### config.mk
export PLATFORM = sky130hd
export DESIGN_NAME = instruction_fetch_unit_flat
export DESIGN_NICKNAME = d
export VERILOG_FILES = /design/src/rtl/ifu_pkg.sv /design/src/rtl/ifu_imem_if.sv /design/src/rtl/ifu_pc_reg.sv /design/src/rtl/instruction_fetch_unit.sv /design/src/flat_wrapper.sv
export SDC_FILE = /design/constraint.sdc
export NUM_CORES = 1
export LEC_CHECK = 0
export CAP_MARGIN = 20
export CORE_MARGIN = 1
export CORE_UTILIZATION = 40
export CTS_BUF_LIST = sky130_fd_sc_hd__clkbuf_4
export DETAILED_ROUTE_END_ITERATION = 10
export MAX_ROUTING_LAYER = met4
export PLACE_DENSITY_LB_ADDON = 0.08
export SLEW_MARGIN = 20
export SYNTH_ARGS = -nofsm -noshare
export SYNTH_HDL_FRONTEND = slang
export SYNTH_SLANG_ARGS = --single-unit
### constraint.sdc
create_clock -name clk -period 3.6 [get_ports clk]
set_input_delay 0.72 -clock clk [delete_from_list [all_inputs] [get_ports clk]]
set_output_delay 0.72 -clock clk [all_outputs]
set_load 0.02 [all_outputs]
### src/rtl/ifu_pkg.sv
// Shared types and constants for the instruction fetch unit.
package ifu_pkg;

    typedef enum logic {
        FETCH = 1'b0,
        DRAIN = 1'b1
    } ifu_state_t;

    // Next-PC source select for the PC register
    typedef enum logic [1:0] {
        PC_INC  = 2'd0,
        PC_BR   = 2'd1,
        PC_PEND = 2'd2
    } pc_src_t;

    localparam logic [31:0] IFU_NOP      = 32'h0000_0013;
    localparam logic [31:0] IFU_RESET_PC = 32'h0000_0000;

    // Fetch addresses are always word aligned; low two bits are dropped
    function automatic logic [31:0] word_align(input logic [31:0] a);
        return a & 32'hFFFF_FFFC;
    endfunction

endpackage

### src/rtl/ifu_imem_if.sv
// Instruction-memory request/response bundle.
interface ifu_imem_if;
    logic        imem_read;
    logic [31:0] imem_address;
    logic [31:0] imem_readdata;
    logic        imem_busywait;

    modport master (output imem_read, imem_address, input imem_readdata, imem_busywait);
    modport slave  (input imem_read, imem_address, output imem_readdata, imem_busywait);
endinterface

### src/rtl/ifu_pc_reg.sv
// PC and pending-redirect storage with next-PC selection and +4 adder.
module ifu_pc_reg
    import ifu_pkg::*;
#(
    parameter logic [31:0] RESET_PC = IFU_RESET_PC
) (
    input  logic        clk,
    input  logic        reset,
    input  logic        pc_ld,
    input  pc_src_t     pc_src,
    input  logic        pend_we,
    input  logic [31:0] branch_target,
    output logic [31:0] pc,
    output logic [31:0] pc_plus_4
);

    logic [31:0] pend;
    logic [31:0] target_al;
    logic [31:0] pc_nxt;

    assign target_al = word_align(branch_target);
    assign pc_plus_4 = pc + 32'd4;   // wraps modulo 2^32

    // Next-PC mux; a branch arriving in the same cycle beats the stored target
    always_comb begin
        pc_nxt = pc_plus_4;
        case (pc_src)
            PC_INC:  pc_nxt = pc_plus_4;
            PC_BR:   pc_nxt = target_al;
            PC_PEND: pc_nxt = pend;
            default: pc_nxt = pc_plus_4;
        endcase
    end

    // PC register
    always_ff @(posedge clk or posedge reset) begin
        if (reset)      pc <= word_align(RESET_PC);
        else if (pc_ld) pc <= pc_nxt;
    end

    // Pending redirect captured while an access is draining
    always_ff @(posedge clk or posedge reset) begin
        if (reset)        pend <= 32'h0;
        else if (pend_we) pend <= target_al;
    end

endmodule

### src/rtl/instruction_fetch_unit.sv
// Instruction fetch unit: drives the instruction memory, hands fetched
// words to IF/ID and handles redirects, including ones that land while
// a memory access is still in flight (DRAIN).
module instruction_fetch_unit
    import ifu_pkg::*;
#(
    parameter logic [31:0] RESET_PC = IFU_RESET_PC
) (
    input  logic              clk,
    input  logic              reset,
    input  logic              branch_taken,
    input  logic [31:0]       branch_target,
    input  logic              stall,
    ifu_imem_if.master        imem,
    output logic [31:0]       OUT_pc,
    output logic [31:0]       OUT_pc_plus_4,
    output logic [31:0]       OUT_instruction,
    output logic              busywait
);

    ifu_state_t  state, state_nxt;
    logic        pc_ld, pend_we, bubble, mem_read;
    pc_src_t     pc_src;
    logic [31:0] pc, pc_plus_4;

    ifu_pc_reg #(.RESET_PC(RESET_PC)) u_pc_reg (
        .clk           (clk),
        .reset         (reset),
        .pc_ld         (pc_ld),
        .pc_src        (pc_src),
        .pend_we       (pend_we),
        .branch_target (branch_target),
        .pc            (pc),
        .pc_plus_4     (pc_plus_4)
    );

    // State register
    always_ff @(posedge clk or posedge reset) begin
        if (reset) state <= FETCH;
        else       state <= state_nxt;
    end

    // Next state, PC control and handshake outputs
    always_comb begin
        state_nxt = state;
        pc_ld     = 1'b0;
        pc_src    = PC_INC;
        pend_we   = 1'b0;
        mem_read  = 1'b1;
        busywait  = 1'b1;
        bubble    = 1'b0;
        if (reset) begin
            mem_read = 1'b0;
        end else begin
            case (state)
                FETCH: begin
                    if (branch_taken) begin
                        bubble   = 1'b1;
                        busywait = 1'b0;
                        if (!imem.imem_busywait) begin
                            pc_ld  = 1'b1;
                            pc_src = PC_BR;
                        end else begin
                            // in-flight access cannot be aborted; park the target
                            pend_we   = 1'b1;
                            state_nxt = DRAIN;
                        end
                    end else if (!stall && !imem.imem_busywait) begin
                        busywait = 1'b0;
                        pc_ld    = 1'b1;
                        pc_src   = PC_INC;
                    end
                end
                DRAIN: begin
                    bubble   = 1'b1;
                    busywait = 1'b0;
                    pend_we  = branch_taken;
                    if (!imem.imem_busywait) begin
                        pc_ld     = 1'b1;
                        pc_src    = branch_taken ? PC_BR : PC_PEND;
                        state_nxt = FETCH;
                    end
                end
                default: state_nxt = FETCH;
            endcase
        end
    end

    // IF/ID payload: zeros in reset, NOP bubble on redirect, else the fetch
    always_comb begin
        OUT_pc          = pc;
        OUT_pc_plus_4   = pc_plus_4;
        OUT_instruction = imem.imem_readdata;
        if (reset) begin
            OUT_pc          = 32'h0;
            OUT_pc_plus_4   = 32'h0;
            OUT_instruction = 32'h0;
        end else if (bubble) begin
            OUT_pc          = 32'h0;
            OUT_pc_plus_4   = 32'h0;
            OUT_instruction = IFU_NOP;
        end
    end

    assign imem.imem_read    = mem_read;
    assign imem.imem_address = pc;

endmodule

### src/flat_wrapper.sv
// flat-port wrapper written by rule: the top's interface ports become plain ports
module instruction_fetch_unit_flat import ifu_pkg::*;
#(
    parameter logic [31:0] RESET_PC = IFU_RESET_PC
)
  (clk, reset, branch_taken, branch_target, stall, OUT_pc, OUT_pc_plus_4, OUT_instruction, busywait, imem_imem_read, imem_imem_address, imem_imem_readdata, imem_imem_busywait);
  ifu_imem_if imem_i ();
  input  logic clk;
  input  logic reset;
  input  logic branch_taken;
  input  logic [31:0] branch_target;
  input  logic stall;
  output logic [31:0] OUT_pc;
  output logic [31:0] OUT_pc_plus_4;
  output logic [31:0] OUT_instruction;
  output logic busywait;
  output wire logic [$bits(imem_i.imem_read)-1:0] imem_imem_read;
  output wire logic [$bits(imem_i.imem_address)-1:0] imem_imem_address;
  input wire logic [$bits(imem_i.imem_readdata)-1:0] imem_imem_readdata;
  input wire logic [$bits(imem_i.imem_busywait)-1:0] imem_imem_busywait;
  assign imem_imem_read = imem_i.imem_read;
  assign imem_imem_address = imem_i.imem_address;
  assign imem_i.imem_readdata = imem_imem_readdata;
  assign imem_i.imem_busywait = imem_imem_busywait;
  instruction_fetch_unit #(.RESET_PC(RESET_PC)) u_core (.clk(clk), .reset(reset), .branch_taken(branch_taken), .branch_target(branch_target), .stall(stall), .imem(imem_i), .OUT_pc(OUT_pc), .OUT_pc_plus_4(OUT_pc_plus_4), .OUT_instruction(OUT_instruction), .busywait(busywait));
endmodule
### Yosys cells after proc, flatten, opt, wreduce, memory -nomap -nowiden

Cells that the tools add are included.

* equal/unequal tests: 2
* order comparisons: 0
* reductions and logical operators: 3
* muxes and demuxes: 31
* multiply operators: 0
* shift operators: 0
* $add $sub $neg: 1
* bitwise logic cells: 1
* divide/modulo/power cells: 0

Operators with widths (number)
* 2-to-1 mux 32 bit: 6
* case mux 32 bit (2 select lines): 1
* adder 32 x 3 -> 32 bit (second input constant): 1
* 2-to-1 mux 1 bit: 15
* case mux 1 bit (2 select lines): 5
* 2-to-1 mux 2 bit: 3
* case mux 2 bit (2 select lines): 1
* equality test 2 x 1 -> 1 bit (second input constant): 1
* equality test 2 bit (second input constant): 1
* zero test 1 bit: 2
* logical AND 1 bit: 1
* inverter 1 bit: 1

* memory bits (read-only): 0
* output and inout bits: 130
* input port bits: 69
* flip-flop bits (word level): 63
* memories kept: 0
* memory bits (writable): 0
* bits in latches: 0

### Longest topological paths before layout

Gate-level depths: netlist (run 1).

* depth after elaboration: 6
* gate-level depth with buffers: 9

### Hierarchy

From an unflattened synthesis (run 1), not the netlist that was laid out.

* cells, all modules: 493
* area, all modules: 4508.1 µm²

By module, submodules not included
* ifu_pc_reg: cells an instance 366, area each 3683.5 µm², sequential area each 1501.4 µm², times used 1
* instruction_fetch_unit: cells an instance 127, area each 824.5 µm², sequential area each 25.0 µm², times used 1

### Worst setup path before layout (run 1)

No wires, ideal clock.

* path kind: input port to output port
* from: input port reset
* to: output port OUT_pc[16]
* path buffers: 2
* arrival time: 3.211 ns
* setup slack: -0.331 ns
* cell stages on the path: 5
* cells stage by stage: inv_1 nand2_1 clkbuf_1 buf_1 nor2_1

* word-level cells in the longest chain between the ends: 3

Ends and longest elaborated chain
* from (decl): line flat_wrapper.sv:9 `input logic reset;`
* 2-to-1 mux 1 bit: line instruction_fetch_unit.sv:52 `if (reset) begin`
* 2-to-1 mux 32 bit: line instruction_fetch_unit.sv:98 `end else if (bubble) begin`
* 2-to-1 mux 32 bit *: line instruction_fetch_unit.sv:94 `if (reset) begin`
* to (decl): line flat_wrapper.sv:13 `output logic [31:0] OUT_pc;`

Every way passes the cells marked *; elsewhere a longest branch is shown, timed or not.

### Worst setup path in the final report (run 1)

* from: register u_core.u_pc_reg.pc[18]
* to: output port OUT_pc_plus_4[27]

* word-level cells in the longest chain between the ends: 3

Ends and longest elaborated chain
* from (decl): line ifu_pc_reg.sv:13 `output logic [31:0] pc,`
* from (signal assigned): line ifu_pc_reg.sv:37 `if (reset) pc <= word_align(RESET_PC);`
* from (signal assigned): line ifu_pc_reg.sv:38 `else if (pc_ld) pc <= pc_nxt;`
* adder 32 x 3 -> 32 bit: line ifu_pc_reg.sv:22 `assign pc_plus_4 = pc + 32'd4;`
* 2-to-1 mux 32 bit: line instruction_fetch_unit.sv:98
* 2-to-1 mux 32 bit: line instruction_fetch_unit.sv:94
* to (decl): line flat_wrapper.sv:14 `output logic [31:0] OUT_pc_plus_4;`

No other way between the ends.

==> results.cfg, run 1 <==
[finish]
fin_area_mm2 = 0.00694
n_antenna_cell = 0
fin_nets = 783
layout-drive-gt1-share = 0.147
stdcell_count = 856
register_area_mm2 = 0.00153
multiInputGateArea_mm2 = 0.00273
fillers = 996
area_growth_syn_to_layout_pct = 51.0

[worst_setup_path]
critPathLaunchType = register
max_stage_delay_ns = 0.61
crit_type = reg2out
critPathMaxFanout = 10
arrival_ns = 2.77
worstPathCellList = nand4_1 > nor3_1 > and4_1 > o21a_1 > clkdlybuf4s50_1
worstPathRequired_ns = 2.88
cp-end-kind = primary output
cp_slowest_cell = clkdlybuf4s50_1

[global_route]
grt_pass1_wl_um = 23000
grt_max_degree = 41
antenna_found_initial = 0
first_global_vias = 4409
track_usage = 0.259
overflow = 0

[clock_network]
cts_root_buf = clkbuf_4
insertion_delay_ns = 0.42
h-tree-depth = 3
cts.sinks = 61
cts_buffers = 9
cts_buffer_depth = 2
cts_tree = built
path_clk_slew_ns = 0.12

[floorplanning]
die_h_um = 109
core_area_mm2 = 0.0110
die_area_mm2 = 0.0119
die_x_um = 109
rows = 38
io_pins = 199
start_util = 0.417

[detailed_routing]
antenna_left = 0
vias = 4877
viasPerCell = 5.70
drt-initial-drc-count = 326
wl_per_cell_um = 17.4
drc = 0
drt_pass1_iterations = 5
totalWireLength_um = 14900

[timing]
period_minus_slack_ns = 3.49
rsz0062_at_grt = no
relSlewSlack = 0.518
finClkSkew_ns = 0.0110
drv_slew = 0
tightest_slew_ns = 0.723
worst_slack_ns = 0.112
min_period_over_period = 0.969
final.setup.tns_ns = 0
timing.fmax_mhz = 287
hold_viol_final = 0
setup_viol = 0

[power]
p_leak_nw = 2.72
power.density_mw_per_mm2 = 389
power_mw = 2.70
ir_drop_mv = 0.246

[synth]
synth_cells = 529
syn_area_mm2 = 0.00460
netlist.area_leader.share = 0.332
async_reset_ff_frac = 1.00
synth_edf_count = 0
yosysTopAreaCell = dfrtp_1
synth_area_leaders = dfrtp_1 (33%), mux2_2 (7.6%), and2_1 (6.7%)
yosysMostFrequentCell = dfrtp_1
synth_area_per_cell_um2 = 8.69
synth_seq_cells = 61
synth.yosys.seq_area_share = 0.332
ys_types = 57
synthFlopType = dfrtp_1
synthTopCellsByCount = dfrtp_1 (61), and2_1 (49), nor2_1 (44), clkbuf_1 (33), mux2_2 (31)
ys_warn_count = 0

[place]
dp_slack_ns = 0.163
placed_cell_area_mm2 = 0.00676
placed_cells = 840
dp_hpwl_um = 11000
gp_congestion = 0.883
port_buffers = 190

[job]
drv_cap = 0

[min_path]
hp-class = reg2reg

[outcome]
status = finished, final reports clean
[layout make-up]
class                      instances  area share
multi-input combinational        396       0.394
timing repair buffer             227       0.327
sequential                        61       0.220
tap                              140      0.0252
clock inverter                     7      0.0153
clock buffer                       9     0.00973
inverter                          16     0.00919
[through the flow]
stage               hold WS [ns]   util
floorplan                  0.481      -
global placement           0.489  0.613
detailed placement         0.496  0.613
CTS                        0.524  0.628
global route               0.537  0.629
finish                     0.522  0.629
[cell usage in the layout (no fill, tap or decap), drive strengths merged, types with 15 or more instances in the layout]
cell           instances
dfrtp                 61
a221o                 16
nand2                 28
nand3                 15
o21ai                 16
a21oi                 22
mux2                  31
nor4                  16
inv                   18
clkdlybuf4s50        179
nor3                  16
buf                   37
and2                  50
nor2                  44
[what timing repair did]
action | in CTS | in global routing
endpoints found under the setup margin | 4 | 11
gates resized for setup | 4 | 16
hold buffers | 0 | 0
pin swaps | 0 | 0
buffers inserted | 0 | 0
[path summary, 6_finish.rpt]
kind,cells after the start,slack (ns),to,startpoint
setup / recovery,5,0.11,OUT_pc_plus_4[27],u_core.u_pc_reg.pc[18]
hold / removal,1,0.52,u_core.u_pc_reg.pend[19],u_core.u_pc_reg.pend[19]
setup reg to reg,6,1.47,u_core.u_pc_reg.pc[11],u_core.state
hold reg to reg,1,0.52,u_core.u_pc_reg.pend[19],u_core.u_pc_reg.pend[19]
max in group asynchronous,4,1.88,u_core.u_pc_reg.pc[25],reset
min in group asynchronous,3,0.94,u_core.u_pc_reg.pend[18],reset
[per-layer routing]
metal | part of all wire | up-vias | GRT usage
met5 | 0 | - | -
met2 | 0.48 | 223 | 0.394
met3 | 0.085 | 15 | 0.0580
met4 | 0.012 | 0 | 0.0714
li1 | - | 2298 | -
met1 | 0.43 | 2341 | 0.346
[sequential cells by signal, summed over array words and instances, names as in the netlist]
signal,count
u_core.state,1
u_core.u_pc_reg.pc,30
u_core.u_pc_reg.pend,30
[critical path, delay by kind of cell, from the launching register on]
kind            cells  cell delay [ns]
compound gates      1             0.11
buf+inv             1             0.61
flops               1             0.52
simple gates        3             1.10
[logic make-up after synthesis]
kind of cell,share of synthesized area
AOI/OAI and AO/OA,0.194
xor gates and xnor gates,0.0248
adders and majority gates,0.00817
buffers and inverters,0.0809
DFF,0.332
muxes,0.102
other,0.000816
and+or+nand+nor,0.257
[power by group]
group	leakage, nW	switching [mW]	internal (mW)	total, mW
clock network	0.0930	0.305	0.293	0.599
logic	1.87	0.593	0.577	1.17
registers	0.750	0.108	0.822	0.930
total	2.72	1.01	1.69	2.70
Note: power is estimated with default switching activity, not from simulation.
==> inputs of run 2 (changes only) <==
--- a/config.mk
+++ b/config.mk
@@ -12,7 +12,9 @@
 export DETAILED_ROUTE_END_ITERATION = 10
 export MAX_ROUTING_LAYER = met4
 export PLACE_DENSITY_LB_ADDON = 0.08
+export SKIP_LAST_GASP = 1
 export SLEW_MARGIN = 20
 export SYNTH_ARGS = -nofsm -noshare
 export SYNTH_HDL_FRONTEND = slang
+export SYNTH_HIERARCHICAL = 1
 export SYNTH_SLANG_ARGS = --single-unit
==> run 2 against run 1 <==
Net effect: area after synthesis fell by 1.9%; clock skew fell by 0.0026 ns; routed wire length fell by 8.5%; die area fell by 1.9%; core utilization fell by 1.1 points; non-clock buffer count fell by 14; critical path type is now in2out; highest routed layer unchanged.
==> results.cfg, run 2 <==
[place]
port_buffers = 190
dp_hpwl_um = 9990
gp_congestion = 0.850
placed_cell_area_mm2 = 0.00648

[finish]
final_util = 0.618
fin_nets = 746
mostFrequentLayoutCell = clkdlybuf4s50_1
fillers = 980
n_antenna_cell = 0
multiInputGateArea_mm2 = 0.00274
layout-drive-gt1-share = 0.156
area_growth_syn_to_layout_pct = 49.3
register_area_mm2 = 0.00154
top_regs = u_core/u_pc_reg/pc (30), u_core/u_pc_reg/pend (30), u_core/state (1)
layout_common_cells = clkdlybuf4s50_1 (185), and2_1 (95), dfrtp_1 (54), nand2_1 (33), mux2_2 (31)
fin_area_mm2 = 0.00673

[worst_setup_path]
rrSetupSlack_ns = 1.00
r2r-end = u_core/u_pc_reg/pc[29]
r2r_cells = 8
crit_cells = 5
worst_path_most_repeated_cell = clkdlybuf4s50_1
crit_type = in2out
arrival_ns = 2.70
path_buf_inv = 3
critPathLaunchType = primary input
cp_slowest_cell = clkdlybuf4s50_1
crit_path_end = OUT_instruction[26]
critPathMaxFanout = 93
critPathLaunch = reset
cp-end-kind = primary output
path_delay_family = buffers and inverters
rr_startpoint = u_core/state
worstPathRequired_ns = 2.88
worstPathCellList = clkdlybuf4s50_1 > nor3_4 > buf_12 > and2_1 > clkdlybuf4s50_1
max_stage_delay_ns = 0.61

[global_route]
overflow = 0
antenna_found_initial = 0
first_global_vias = 3968
grt_pass1_wl_um = 21000
track_usage = 0.237
grt_max_degree = 94

[clock_network]
cts_root_buf = clkbuf_4
insertion_delay_ns = 0.41
cts_tree = built
cts_buffer_depth = 2
h-tree-depth = 3
cts.sinks = 61
cts_buffers = 9
path_clk_slew_ns = 0.11

[job]
drv_cap = 0

[detailed_routing]
drt-initial-drc-count = 424
totalWireLength_um = 13600
drt_pass1_iterations = 5
wl_per_cell_um = 16.6
antenna_left = 0
vias = 4387
viasPerCell = 5.36
drc = 0

[synth]
yosysMostFrequentCell = and2_1
synthFlopType = dfrtp_1
syn_area_mm2 = 0.00451
synth_edf_count = 0
netlist.area_leader.share = 0.339
yosysTopAreaCell = dfrtp_1
synth_seq_cells = 61
synth_cells = 493
synth_area_leaders = dfrtp_1 (34%), and2_1 (13%), mux2_2 (7.7%)
ys_warn_count = 6
ys_types = 60
synth.yosys.seq_area_share = 0.339
synthTopCellsByCount = and2_1 (95), dfrtp_1 (61), nand2_1 (34), mux2_2 (31), a21oi_1 (25)
async_reset_ff_frac = 1.00
synth_area_per_cell_um2 = 9.14

[min_path]
hp-class = reg2reg

[timing]
hold_viol_final = 0
period_minus_slack_ns = 3.42
timing.fmax_mhz = 292
relSlewSlack = 0.611
tightest_slew_ns = 0.583
min_period_over_period = 0.950
drv_slew = 0
setup_viol = 0
finClkSkew_ns = 0.00836

[floorplanning]
core_area_mm2 = 0.0109
start_util = 0.414
die_area_mm2 = 0.0117
die_h_um = 108
die_x_um = 108
io_pins = 199
rows = 38

[power]
ir_drop_mv = 0.238
power.density_mw_per_mm2 = 420
p_leak_nw = 2.72

[outcome]
status = finished, final reports clean
-- run 2: changes by cell type in the layout (fill, tap and decap cells not counted), sizes merged, moves of 7 or more --
cell	before	now
or3	10	1
a221o	16	8
nor4	16	4
nor2	44	20
xnor2	9	20
buf	37	23
and2	50	95
nor3	16	7
and4	10	3
mux2i	12	2
a211oi	9	0
inv	18	9
a31oi	10	2
-- run 2: layout make-up --
| type | count | area share |
|---|---|---|
| timing repair buffer | 213 | 0.313 |
| tap | 140 | 0.0260 |
| sequential | 61 | 0.228 |
| multi-input combinational | 380 | 0.406 |
| clock buffer | 9 | 0.0100 |
| inverter | 9 | 0.00502 |
| clock inverter | 7 | 0.0112 |
-- run 2: repair_timing --
action	4_1_cts	5_1_grt
gates resized for setup	4	14
pin swaps	2	3
setup buffers	3	5
endpoints found under the setup margin	9	15
hold buffers	0	0
-- run 2: logic make-up after synthesis --
family | synth area share
AND/OR/NAND/NOR | 0.267
AO/OA/AOI/OAI | 0.184
flip-flops | 0.339
buffers and inverters | 0.0649
multiplexers | 0.0819
XOR/XNOR | 0.0544
adder cells (fa/ha/maj) | 0.00833
other | 0.000832
-- run 2: metal layers --
layer  routed length (µm)  vias to the layer above  GRT usage  part of all wire
met5                    0                        -          -                 0
met4                  203                        0     0.0616             0.015
met3                  984                       13     0.0380             0.072
met2                 6290                      181      0.372              0.46
met1                 6120                     2066      0.318              0.45
li1                     -                     2127          -                 -
-- run 2: through the flow --
| stage | std cells | setup slack (ns) | TNS (ns) | hold slack (ns) | total power, mW |
|---|---|---|---|---|---|
| floorplan | 496 | 0.798 | 0 | 0.481 | 1.76 |
| global placement | 795 | 0.180 | 0 | 0.490 | 2.28 |
| detailed placement | 795 | 0.158 | 0 | 0.497 | 2.31 |
| CTS | 814 | 0.0203 | 0 | 0.524 | 2.82 |
| global route | 819 | -0.00248 | -0.00248 | 0.541 | 3.00 |
| finish | 819 | 0.179 | 0 | 0.521 | 2.83 |
-- run 2: how the worst min path moves through the flow --
stage / startpoint / end / cells after the start
3_5_place_dp: u_core/u_pc_reg/pend[3] / u_core/u_pc_reg/pend[3] / 1
4_1_cts: u_core/u_pc_reg/pend[29] / u_core/u_pc_reg/pend[29] / 1
6_report: u_core/u_pc_reg/pend[29] / u_core/u_pc_reg/pend[29] / 1
5_1_grt: u_core/u_pc_reg/pend[13] / u_core/u_pc_reg/pend[13] / 1
2_1_floorplan: u_core/u_pc_reg/pend[24] / u_core/u_pc_reg/pend[24] / 1
3_3_place_gp: u_core/u_pc_reg/pend[15] / u_core/u_pc_reg/pend[15] / 1
-- run 2: power breakdown --
part / switching (mW) / internal [mW] / total (mW)
clock network: 0.288 / 0.213 / 0.501
registers: 0.246 / 0.853 / 1.10
logic: 0.590 / 0.636 / 1.23
total: 1.12 / 1.70 / 2.83
